[src/rtl/addsub_rr_arbiter.sv]
// Two-requester round-robin front end for a shared W-bit signed add/sub datapath.
// Build macro ADDSUB_ARB_SAT_EN: saturate rsp_s on signed overflow instead of wrapping.
module addsub_rr_arbiter #(
  parameter int W = 4
) (
  input  logic         clk,
  input  logic         rst,
  input  logic         req0_valid,
  output logic         req0_ready,
  input  logic [W-1:0] req0_a,
  input  logic [W-1:0] req0_b,
  input  logic         req0_sub,
  input  logic         req1_valid,
  output logic         req1_ready,
  input  logic [W-1:0] req1_a,
  input  logic [W-1:0] req1_b,
  input  logic         req1_sub,
  output logic         rsp_valid,
  input  logic         rsp_ready,
  output logic         rsp_id,
  output logic [W-1:0] rsp_s,
  output logic         rsp_ovf,
  output logic         busy
);

  typedef enum logic [1:0] {
    IDLE = 2'd0,
    EXEC = 2'd1,
    HOLD = 2'd2
  } state_t;

  state_t       r_state;
  state_t       w_state_nxt;
  logic         r_rr_ptr;

  logic [W-1:0] r_op_a;
  logic [W-1:0] r_op_b;
  logic         r_op_sub;
  logic         r_op_id;

  logic         r_rsp_valid;
  logic         r_rsp_id;
  logic [W-1:0] r_rsp_s;
  logic         r_rsp_ovf;

  logic         w_grant0;
  logic         w_grant1;
  logic         w_xfer;
  logic         w_gid;
  logic [W-1:0] w_sel_a;
  logic [W-1:0] w_sel_b;
  logic         w_sel_sub;
  logic [W-1:0] w_sum;
  logic         w_ovf;
  logic [W-1:0] w_res;

  // A lone valid always wins; a tie goes to the requester rr_ptr points at.
  assign w_grant0   = req0_valid & (~req1_valid | (r_rr_ptr == 1'b0));
  assign w_grant1   = req1_valid & (~req0_valid | (r_rr_ptr == 1'b1));
  assign req0_ready = (r_state == IDLE) & w_grant0;
  assign req1_ready = (r_state == IDLE) & w_grant1;
  assign w_xfer     = req0_ready | req1_ready;
  assign w_gid      = req1_ready;

  assign w_sel_a    = w_gid ? req1_a   : req0_a;
  assign w_sel_b    = w_gid ? req1_b   : req0_b;
  assign w_sel_sub  = w_gid ? req1_sub : req0_sub;

  // NOTE: every always_comb output gets a default first so no path leaves it unassigned (no latch).
  always_comb begin
    w_state_nxt = r_state;
    case (r_state)
      IDLE:    if (w_xfer) w_state_nxt = EXEC;
      EXEC:    w_state_nxt = HOLD;
      HOLD:    if (r_rsp_valid && rsp_ready) w_state_nxt = IDLE;
      default: w_state_nxt = IDLE;
    endcase
  end

  // NOTE: state is updated with non-blocking assignments so every flop samples pre-edge values.
  always_ff @(posedge clk or posedge rst) begin
    if (rst) begin
      r_state <= IDLE;
    end else begin
      r_state <= w_state_nxt;
    end
  end

  always_ff @(posedge clk or posedge rst) begin
    if (rst) begin
      r_rr_ptr <= 1'b0;
    end else if (w_xfer) begin
      r_rr_ptr <= ~w_gid;
    end
  end

  // NOTE: operand registers carry no reset; they are only read in EXEC, after a load in IDLE.
  always_ff @(posedge clk) begin
    if (w_xfer) begin
      r_op_a   <= w_sel_a;
      r_op_b   <= w_sel_b;
      r_op_sub <= w_sel_sub;
      r_op_id  <= w_gid;
    end
  end

  always_comb begin
    w_sum = r_op_sub ? (r_op_a - r_op_b) : (r_op_a + r_op_b);
    w_ovf = 1'b0;
    if (r_op_sub) begin
      w_ovf = (r_op_a[W-1] != r_op_b[W-1]) & (w_sum[W-1] != r_op_a[W-1]);
    end else begin
      w_ovf = (r_op_a[W-1] == r_op_b[W-1]) & (w_sum[W-1] != r_op_a[W-1]);
    end
  end

`ifdef ADDSUB_ARB_SAT_EN
  // Overflow direction follows A's sign: positive A clamps high, negative A clamps low.
  always_comb begin
    w_res = w_sum;
    if (w_ovf) begin
      w_res = r_op_a[W-1] ? {1'b1, {(W-1){1'b0}}} : {1'b0, {(W-1){1'b1}}};
    end
  end
`else
  assign w_res = w_sum;
`endif

  always_ff @(posedge clk or posedge rst) begin
    if (rst) begin
      r_rsp_valid <= 1'b0;
      r_rsp_id    <= 1'b0;
      r_rsp_s     <= '0;
      r_rsp_ovf   <= 1'b0;
    end else if (r_state == EXEC) begin
      r_rsp_valid <= 1'b1;
      r_rsp_id    <= r_op_id;
      r_rsp_s     <= w_res;
      r_rsp_ovf   <= w_ovf;
    end else if ((r_state == HOLD) && r_rsp_valid && rsp_ready) begin
      r_rsp_valid <= 1'b0;
    end
  end

  assign rsp_valid = r_rsp_valid;
  assign rsp_id    = r_rsp_id;
  assign rsp_s     = r_rsp_s;
  assign rsp_ovf   = r_rsp_ovf;
  assign busy      = (r_state != IDLE);

endmodule
[config.mk]
export PLATFORM = sky130hd
export DESIGN_NAME = addsub_rr_arbiter
export DESIGN_NICKNAME = d
export VERILOG_FILES = /design/src/rtl/addsub_rr_arbiter.sv
export SDC_FILE = /design/constraint.sdc
export NUM_CORES = 1
export LEC_CHECK = 0
export ABC_CLOCK_PERIOD_IN_PS = 2400
export CAP_MARGIN = 10
export CORE_MARGIN = 8
export CORE_UTILIZATION = 40
export CTS_CLUSTER_SIZE = 14
export DETAILED_ROUTE_END_ITERATION = 8
export PLACE_DENSITY = 0.8
export SETUP_SLACK_MARGIN = 0.02
export SYNTH_ARGS = -nofsm -noshare
export SYNTH_HDL_FRONTEND = slang
export SYNTH_SLANG_ARGS = --single-unit
[constraint.sdc]
create_clock -name clk -period 2.4 [get_ports clk]
set_input_delay 0.24 -clock clk [delete_from_list [all_inputs] [get_ports clk]]
set_output_delay 0.24 -clock clk [all_outputs]
set_load 0.02 [all_outputs]
# Word-level counts from Yosys, hierarchy flattened
# Cells that the tools add are included.
# W data, S select, Z words.
# word_totals
inputBits	23
out_inout_bits	10
word_cells	49
reg_bits	20
# op_classes
n_eq_ne	7
bitwise	13
n_reduce_logical	7
n_addsub	2
mux	10
# op_table
op	n
$mux W4	3
$and A1 B1 Y1	6
$pmux W2 S3	1
$add A4 B4 Y4	1
$mux W1	4
$mux W2	2
$ne A2 B2 Y1 const B	2
$not A1 Y1	4
$reduce_bool A2 Y1	2
$sub A4 B4 Y4	1
$logic_and A1 B1 Y1	3
$or A1 B1 Y1	3
$eq A2 B1 Y1 const B	1
$eq A2 B2 Y1 const B	1
$logic_not A2 Y1	1
$ne A1 B1 Y1	2
$reduce_and A2 Y1	1
$eq A1 B1 Y1	1

# Longest topological paths before layout
# logic_depth
depth_word	7
ltp_mapped	9

# Least setup slack after synthesis
# OpenSTA, ideal clock, no wires.
# synth_path
path_kind	reg2reg
startpoint	register r_op_b[0]
endpoint	register r_rsp_s[3], in the netlist rsp_s[3]
arrival_time_ns	1.999
t_required_ns	2.275
slack_ns	0.277
path_buffers	0
period_less_slack_ns	2.123
path_stages_with_launch	10
setup_time_ns	0.125
path_cell_list	edfxtp_1 inv_1 ha_1 mux2_2 inv_1 ha_1 nand2_1 o21a_2 xnor3_1 mux2_2
# synth_between
elab_chain_len	2
word_cells_on_any_way	3
# synth_lines
item	line_no	rtl
from (decl)	37	logic [W-1:0] r_op_b;
from (signal assigned)	101	r_op_b <= w_sel_b;
$add A4 B4 Y4 or $sub A4 B4 Y4 (tied branches)	108	w_sum = r_op_sub ? (r_op_a - r_op_b) : (r_op_a + r_op_b);
$mux W4 (*)	108	
to (signal assigned)	138	r_rsp_s <= w_res;
to (decl)	43	logic [W-1:0] r_rsp_s;
# Every way passes the cells marked *; elsewhere a longest branch is shown, timed or not.
# A chain may end at the register's enable or synchronous reset.

# Worst setup path after layout
# Ends and elaborated chain as after synthesis.

==> results.txt <==
----------------------------------------------------
[Timing]
  Minimum clock period after layout ... ~2300 ps
  Actual slew at the worst max-slew pin ... approximately 380 ps
  Unrepaired setup endpoints after global routing ... no
  Setup-violating endpoint count in the final report ... 0
  Worst Hold Margin ... 203 ps
  Clk_skew ... 4.61 ps
  Portion of the clock cycle consumed by the worst path in the final layout ... 0.938
  Max Slew Vio Count ... 0
  Total count of hold-check failures in the final report ... 0
  Highest achievable clock rate ... between 400 and 500 MHz
  Relative slew slack ... 0.746
  Setup TNS ... 0 ps

[Critical path]
  CP delay by family, top ... XOR/XNOR gates
  Critical path, cell by cell ... inv_1, ha_1, nor2_1, xnor2_1, ha_1, a21oi_2, o21a_2, xnor3_1, mux2_2
  Endpoint arrival time on the critical path ... between 2000 and 2500 ps
  Cell repeated most along the worst path ... sky130_fd_sc_hd__ha_1
  Critical Path End Type ... flop
  Crit start category ... flop
  Maximum fanout encountered on the critical timing path ... 3
  Slowest stage delay, CP ... 390 ps
  Required time of the critical path ... 2600 ps
  Worst path slowest cell ... sky130_fd_sc_hd__edfxtp_1
  CP bufs+invs ... 1
  Crit path kind ... reg -> reg

[Detailed routing]
  Detailed-routing iteration count for the pre-antenna-repair pass ... 2
  Detailed-route wire length ... 2060 um
  DRC Markers ... 0
  Via/cell ratio ... 4.83
  Antenna violation net count after detailed routing ... 0
  Drt initial violations ... 5
  WL/cell ... 13.6 um
  Total number of vias ... 729

[Outcome]
  Outcome ... complete, no violations

[Synth]
  Share of the yosys chip area belonging to registers ... 0.535
  Number of enable-type register cells in the synthesized netlist ... 10
  Number of warnings reported in the yosys synthesis log ... 0
  Share of the synthesized area in the top cell type ... 0.292
  Summed instance area of the synthesized netlist ... 1030 sq um
  Dominant synthesized flop cell ... sky130_fd_sc_hd__edfxtp_1
  Count of unique library cells instantiated by Yosys ... 21
  Number of standard cells after synthesis ... 84
  Post-synthesis area per instance ... 12.2 sq um
  Async set-reset flop share out of synthesis ... 0.500
  Top cell type by total area after synthesis ... sky130_fd_sc_hd__edfxtp_1
  Post-Syn Nets ... 112
  Post-synthesis sequential element count ... 20
  Top post-synthesis cells by area ... sky130_fd_sc_hd__edfxtp_1 (29%), sky130_fd_sc_hd__dfrtp_1 (24%), sky130_fd_sc_hd__mux2_2 (13%)

[Floorplan]
  Number of I/O pins ... 33
  Number of rows created at floorplan ... 18
  Die outline area ... between 4000 and 5000 sq um
  Initial standard-cell utilization of the core ... 0.419
  Die Y-Extent ... about 67 um
  Core footprint ... roughly 2500 sq um
  Die boundary width ... 66.7 um

[Clocking]
  Hold_buf cts ... 0
  Bufs on Longest Clock Path ... 2
  Root cell of the clock tree ... sky130_fd_sc_hd__clkbuf_4
  Setup fix buffers added after clock tree synthesis ... 0
  CTS-repair resized insts ... 0
  TritonCTS buffer count ... 3
  CTS sink cnt ... 20
  Clock Latency Late Sink ... 300 ps
  Worst-path clk slew ... roughly 110 ps
  H-Tree Depth ... 1
  Clock tree from TritonCTS ... done

[Global route]
  Pin count of the biggest net entering global routing ... 12
  Initial antenna violation count ... 0
  First-pass GRT wire length ... 3560 um
  Vias in the first global route ... 802
  Total routing usage reported by global routing ... 0.103
  Overflow left after global routing ... 0

[Placed design]
  Placed wire-length estimate ... 1730 um
  Last weighted congestion value of the routability-driven placer ... between 0.6 and 0.7
  Input/output buffers ... 32

[Power]
  Power density cells ... 1260 nW/um^2
  Leakage dissipation ... slightly above 0.6 nW
  Worst IR Drop VDD ... 723 uV

[Final layout]
  Signed area change from the synthesized netlist to the final layout ... 39.4%
  Antenna Diode Count ... 0
  Fill cell instance count of the final layout ... 208
  Layout cell share with drive strength beyond 1 ... 0.174
  Total Nets Final ... 150
  Most common cell after layout, fill and taps aside ... sky130_fd_sc_hd__clkdlybuf4s50_1
  Most frequent cells in the layout ... sky130_fd_sc_hd__clkdlybuf4s50_1 (32), sky130_fd_sc_hd__mux2_2 (12), sky130_fd_sc_hd__edfxtp_1 (10), sky130_fd_sc_hd__dfrtp_1 (10)

[Worst hold path]
  Classification of the worst-slack hold path ... in -> async

[Run]
  Count of maximum capacitance violations ... 0

----------------------------------------------------
## cells by family (layout without fill, tap and decap cells)
family / count (synthesis) / count (layout) / synth area share
and+or+nand+nor: 21 / 21 / 0.0925
DFF: 20 / 20 / 0.535
muxes: 12 / 12 / 0.131
AOI/OAI and AO/OA: 10 / 10 / 0.0584
buffers and inverters: 10 / 47 / 0.0365
xor gates and xnor gates: 6 / 6 / 0.0779
adders and majority gates: 5 / 5 / 0.0681
## per-layer routing
layer | GRT usage | wire, um | share of wire | vias up
met5 | 0 | 0 | 0 | -
met4 | 0.0480 | 21 | 0.010 | 0
met3 | 0.0352 | 157 | 0.076 | 3
met2 | 0.166 | 1050 | 0.51 | 22
met1 | 0.119 | 830 | 0.40 | 342
li1 | - | - | - | 362
## Yosys cell counts, types with 2 or more instances
master,count
sky130_fd_sc_hd__nor2_1,7
sky130_fd_sc_hd__edfxtp_1,10
sky130_fd_sc_hd__xnor3_1,2
sky130_fd_sc_hd__a21oi_1,4
sky130_fd_sc_hd__xnor2_1,3
sky130_fd_sc_hd__dfrtp_1,10
sky130_fd_sc_hd__nand2b_1,2
sky130_fd_sc_hd__o21ai_0,3
sky130_fd_sc_hd__mux2_2,12
sky130_fd_sc_hd__nand2_1,9
sky130_fd_sc_hd__inv_1,9
sky130_fd_sc_hd__ha_1,4
## flip-flops by register name, summed over array words and instances, names as in the netlist
name,count
r_op_a,4
r_op_b,4
r_op_id,1
r_op_sub,1
r_rr_ptr,1
r_state,2
rsp_id,1
rsp_ovf,1
rsp_s,4
rsp_valid,1
## worst register-to-register path, cell delays in order (launching register included)
cell and delay, ps:
sky130_fd_sc_hd__edfxtp_1 390, sky130_fd_sc_hd__inv_1 50, sky130_fd_sc_hd__ha_1 190, sky130_fd_sc_hd__nor2_1 130, sky130_fd_sc_hd__xnor2_1 140, sky130_fd_sc_hd__ha_1 300, sky130_fd_sc_hd__a21oi_2 150, sky130_fd_sc_hd__o21a_2 160
sky130_fd_sc_hd__xnor3_1 370, sky130_fd_sc_hd__mux2_2 260
## area by class of cell
class,count,area [sq um],share of cell area
sequential,20,551,0.384
clock buffer,4,36.3,0.0253
inverter,9,33.8,0.0236
multi-input combinational,54,440,0.307
timing repair buffer,34,335,0.234
tap,30,37.5,0.0262
## stage by stage
step	std cells	cell area [sq um]	total power, mW	worst slack [ps]	util
floorplan	84	1030	1.29	277	-
global placement	147	1400	1.57	239	0.569
detailed placement	147	1400	1.64	135	0.569
CTS	151	1430	1.84	119	0.584
global route	151	1430	1.94	36.6	0.584
finish	151	1430	1.80	149	0.584
## where the power goes
group	switching [mW]	total (mW)	internal [mW]	leakage, nW
combinational	0.454	0.985	0.531	0.376
clock	0.103	0.196	0.0927	0.0210
sequential	0.0872	0.621	0.533	0.218
total	0.644	1.80	1.16	0.615
## path summary, 6_finish.rpt
path	start	to	slack, ps	depth (start not counted)
max	r_op_b[0]$_DFFE_PP_	rsp_s[3]$_DFFE_PP0P_	150	9
min	rst	rsp_s[0]$_DFFE_PP0P_	200	2
max reg2reg	r_op_b[0]$_DFFE_PP_	rsp_s[3]$_DFFE_PP0P_	150	9
min reg2reg	r_op_id$_DFFE_PP_	rsp_id$_DFFE_PP0P_	490	1
max in group asynchronous	rst	rsp_id$_DFFE_PP0P_	1920	2
min in group clk	r_op_id$_DFFE_PP_	rsp_id$_DFFE_PP0P_	490	1
(Power assumes the default switching activity.)
==> RTL change 1, RTL diff (config.mk and constraints unchanged) <==
`W`: 4 -> 3.
--- a/src/rtl/addsub_rr_arbiter.sv
+++ b/src/rtl/addsub_rr_arbiter.sv
@@ -3,3 +3,3 @@
 module addsub_rr_arbiter #(
-  parameter int W = 4
+  parameter int W = 3
 ) (
Ports: changed (5 resized); port bits go from 33 to 28. The function was not compared with the original's and may differ.
==> RTL change 1 against the unedited design <==
- sequential cell count shrank 3
- worst setup slack gained 0.15 ns
- power down 22%
- via count shrank 21%
- wire length fell by 19%
- clock power decreased by 20%
- synthesized area decreased by 18%
- final area fell by 18%
- register-to-register slack better by 0.26 ns
- largest cell class unchanged
==> RTL change 1: results <==
export IMPL_outcome="finished clean"
export IMPL_drtPass1Iterations=4
export IMPL_route_met2_wl_um=864
export IMPL_grt_pass1_wl_um=2594
export IMPL_max_freq_mhz=476.7
export IMPL_fillers=161
export IMPL_post_place_ws_ns=0.3958
export IMPL_dr_total_vias=575
export IMPL_synth_cell_type_count=23
export IMPL_grt_pass1_vias=588
export IMPL_drt_iter0_markers=10
export IMPL_synth_area_mux_share_pct=13.19
export IMPL_wl_met1_um=663
export IMPL_port_buffer_count=27
export IMPL_wl_met3_um=102
export IMPL_regToRegSetupSlack_ns=0.41
export IMPL_use_met2_pct=16.22
export IMPL_r2r_end="rsp_s[2]"
export IMPL_finalClockSkew_ns=0.01301
export IMPL_drive_above_1_share_pct=16.49
export IMPL_placed_area_um2=1144
export IMPL_startpoint="r_state[1]"
export IMPL_synthArstFlopShare_pct=52.94
export IMPL_synthTopCellsByArea="edfxtp_1 (28%), dfrtp_1 (27%), mux2_2 (12%), inv_1 (3.6%), nand2_1 (3.1%)"
export IMPL_synth_adder_area_share_pct=5.333
export IMPL_cpMaxStageDelayCell="clkdlybuf4s50_1"
export IMPL_leakagePower_nw=0.4970
export IMPL_grtUsageTotal_pct=9.419
export IMPL_postSynthNetCount=89
export IMPL_nNetsFinal=120
export IMPL_grt_use_met1_pct=10.23
export IMPL_p_comb_share_pct=50.8
export IMPL_synth_compound_area_share_pct=4.889
export IMPL_fin_util_pct=59.09
export IMPL_path_max_fanout=8
-- RTL change 1: cell types whose count changed in the layout (fill, tap and decap cells not counted), moves of 2 or more --
cell,change
ha_1,-2
clkdlybuf4s50_1,-5
buf_4,-2
a21oi_1,-2
nand2_1,-2
edfxtp_1,-2
mux2_2,-3
nor2_1,-3
o21ai_0,-2
-- RTL change 1: final cells by class --
type | instances | area share (%)
clock inverters | 1 | 0.4274
inverters | 8 | 2.564
well taps | 27 | 2.885
multi-input cells | 41 | 29.38
clock buffers | 3 | 1.923
flip-flops and latches | 17 | 39.74
repair buffers | 27 | 23.08
-- RTL change 1: stage by stage --
step | hold WS [ns] | cells | power, mW
after floorplan | 0.06792 | 67 | 1.022
after global placement | 0.4630 | 120 | 1.239
after detailed placement | 0.4720 | 120 | 1.271
after CTS | 0.1980 | 124 | 1.429
after global routing | 0.2087 | 124 | 1.501
final | 0.1829 | 124 | 1.410
==> RTL change 2, RTL diff (same settings) <==
Without the edit above. Encoding of `state_t`: now one-hot (3 bits for 3 states).
--- a/src/rtl/addsub_rr_arbiter.sv
+++ b/src/rtl/addsub_rr_arbiter.sv
@@ -25,6 +25,6 @@
 
-  typedef enum logic [1:0] {
-    IDLE = 2'd0,
-    EXEC = 2'd1,
-    HOLD = 2'd2
+  typedef enum logic [2:0] {
+    IDLE = 3'b001,
+    EXEC = 3'b010,
+    HOLD = 3'b100
   } state_t;
Check against the original RTL: same outputs for any inputs over 10 cycles, from zero or initial values and one cycle with rst high; not proved beyond that.
==> RTL change 2 against the unedited design <==
- maximum frequency decreased by 4.1%
- synthesized area is 6.6% higher
- first-iteration DRC count grew to 4.2 times the old value
- synthesized cell count is 4.8% higher
- global-route usage is 0.13 points higher
- final area increased by 9.5%
- worst setup slack got worse by 0.097 ns
- critical endpoint unchanged
- wire length grew 11%
- sequential cell count is 1 higher
- largest cell class unchanged
- worst hold slack improved by 0.018 ns
- highest routed layer unchanged
Power is left out: it rests on default switching activity, and per cell area and clock period it moved more than threefold.
==> RTL change 2: results <==
export IMPL_cts_root_buffer="clkbuf_4"
export IMPL_place_gp_congestion=0.7190
export IMPL_drtPass1Iterations=4
export IMPL_synth_common_cells="mux2_2 (12), dfrtp_1 (10), edfxtp_1 (10)"
export IMPL_drt_iter0_markers=21
export IMPL_use_met2_pct=16.88
export IMPL_grt_use_met1_pct=11.71
export IMPL_outcome="finished clean"
export IMPL_path_max_fanout=2
export IMPL_finalClockSkew_ns=0.001738
export IMPL_cp_top_family="multiplexers"
export IMPL_regToRegSetupSlack_ns=0.05
export IMPL_place_inst=153
export IMPL_relSlewSlack_pct=65.56
export IMPL_timing_hold_ws_ns=0.2212
export IMPL_grt_util_met3_pct=3.928
export IMPL_placed_area_um2=1474
export IMPL_fillers=215
export IMPL_wl_per_cell_um=14.14
export IMPL_dp_hpwl_um=1799
export IMPL_drive_above_1_share_pct=24.62
export IMPL_avgViaCountPerCell=4.901
export IMPL_synth_cell_type_count=26
export IMPL_design_area_um2=1570
export IMPL_grt_pass1_wl_um=3574
export IMPL_cp_slowest_stage_delay_ns=0.43
export IMPL_nNetsFinal=159
export IMPL_synthTopCellsByArea="edfxtp_1 (27%), dfrtp_1 (23%), mux2_2 (12%), ha_1 (4.6%), xnor3_1 (4.1%)"
export IMPL_synthArstFlopShare_pct=52.38
export IMPL_fin_setup_tns_ns=0
export IMPL_post_place_ws_ns=-0.03670
export IMPL_ys_seq_area_share_pct=52.63
export IMPL_drt_wl_total_um=2277
export IMPL_grt_start_max_net_pins=13
export IMPL_grt_pass1_vias=794
export IMPL_postSynthNetCount=116
export IMPL_max_freq_mhz=425.9
==> RTL change 2: changes by cell type after synthesis, sizes merged <==
cell / delta
nor2: -2
dfstp: +1
and3b: +1
nand2: -1
inv: -1
a211oi: +1
nor3b: +1
o21a: +2
a31oi: +1
nor2b: +1
==> RTL change 2: kinds of logic (layout without fill, tap and decap cells) <==
group / count (synthesis) / in the layout / share of synthesized area, %
buf+inv: 9 / 51 / 3.082
simple gates: 21 / 21 / 10.16
compound gates: 14 / 14 / 8.105
xor+xnor: 6 / 6 / 7.306
flops: 21 / 21 / 52.63
mux: 12 / 12 / 12.33
fa+ha+maj: 5 / 5 / 6.393
==> RTL change 2: final timing paths <==
| kind | start | endpoint | cells after the start |
|---|---|---|---|
| worst max-delay path | r_op_b[1] | rsp_s[3] | 10 |
| worst min-delay path | rst | rsp_s[3] | 2 |
| worst max register to register | r_op_b[1] | rsp_s[3] | 10 |
| worst min register to register | rsp_s[1] | rsp_s[1] | 2 |
| max in group asynchronous | rst | r_state[0] | 2 |
| min in group clk | rsp_s[1] | rsp_s[1] | 2 |
==> RTL change 2: repair_timing <==
item                       4_1_cts  5_1_grt
pin swaps                        0        4
setup buffers                    1        3
setup endpoints to repair        3        3
resized for setup                3        5
gates cloned                     0        0
==> RTL change 2: cell type report <==
class                   count  area share (%)
flip-flops and latches     21           36.73
multi-input cells          58           33.39
clock inverters             1          0.3187
repair buffers             39           23.74
clock buffers               3           1.434
well taps                  31           2.470
inverters                   8           1.912
==> RTL change 2: per-layer routing <==
| metal | wire [µm] | vias up |
|---|---|---|
| met5 | 0 | - |
| met1 | 954 | 372 |
| met3 | 133 | 5 |
| met4 | 41 | 0 |
| li1 | - | 391 |
| met2 | 1147 | 21 |
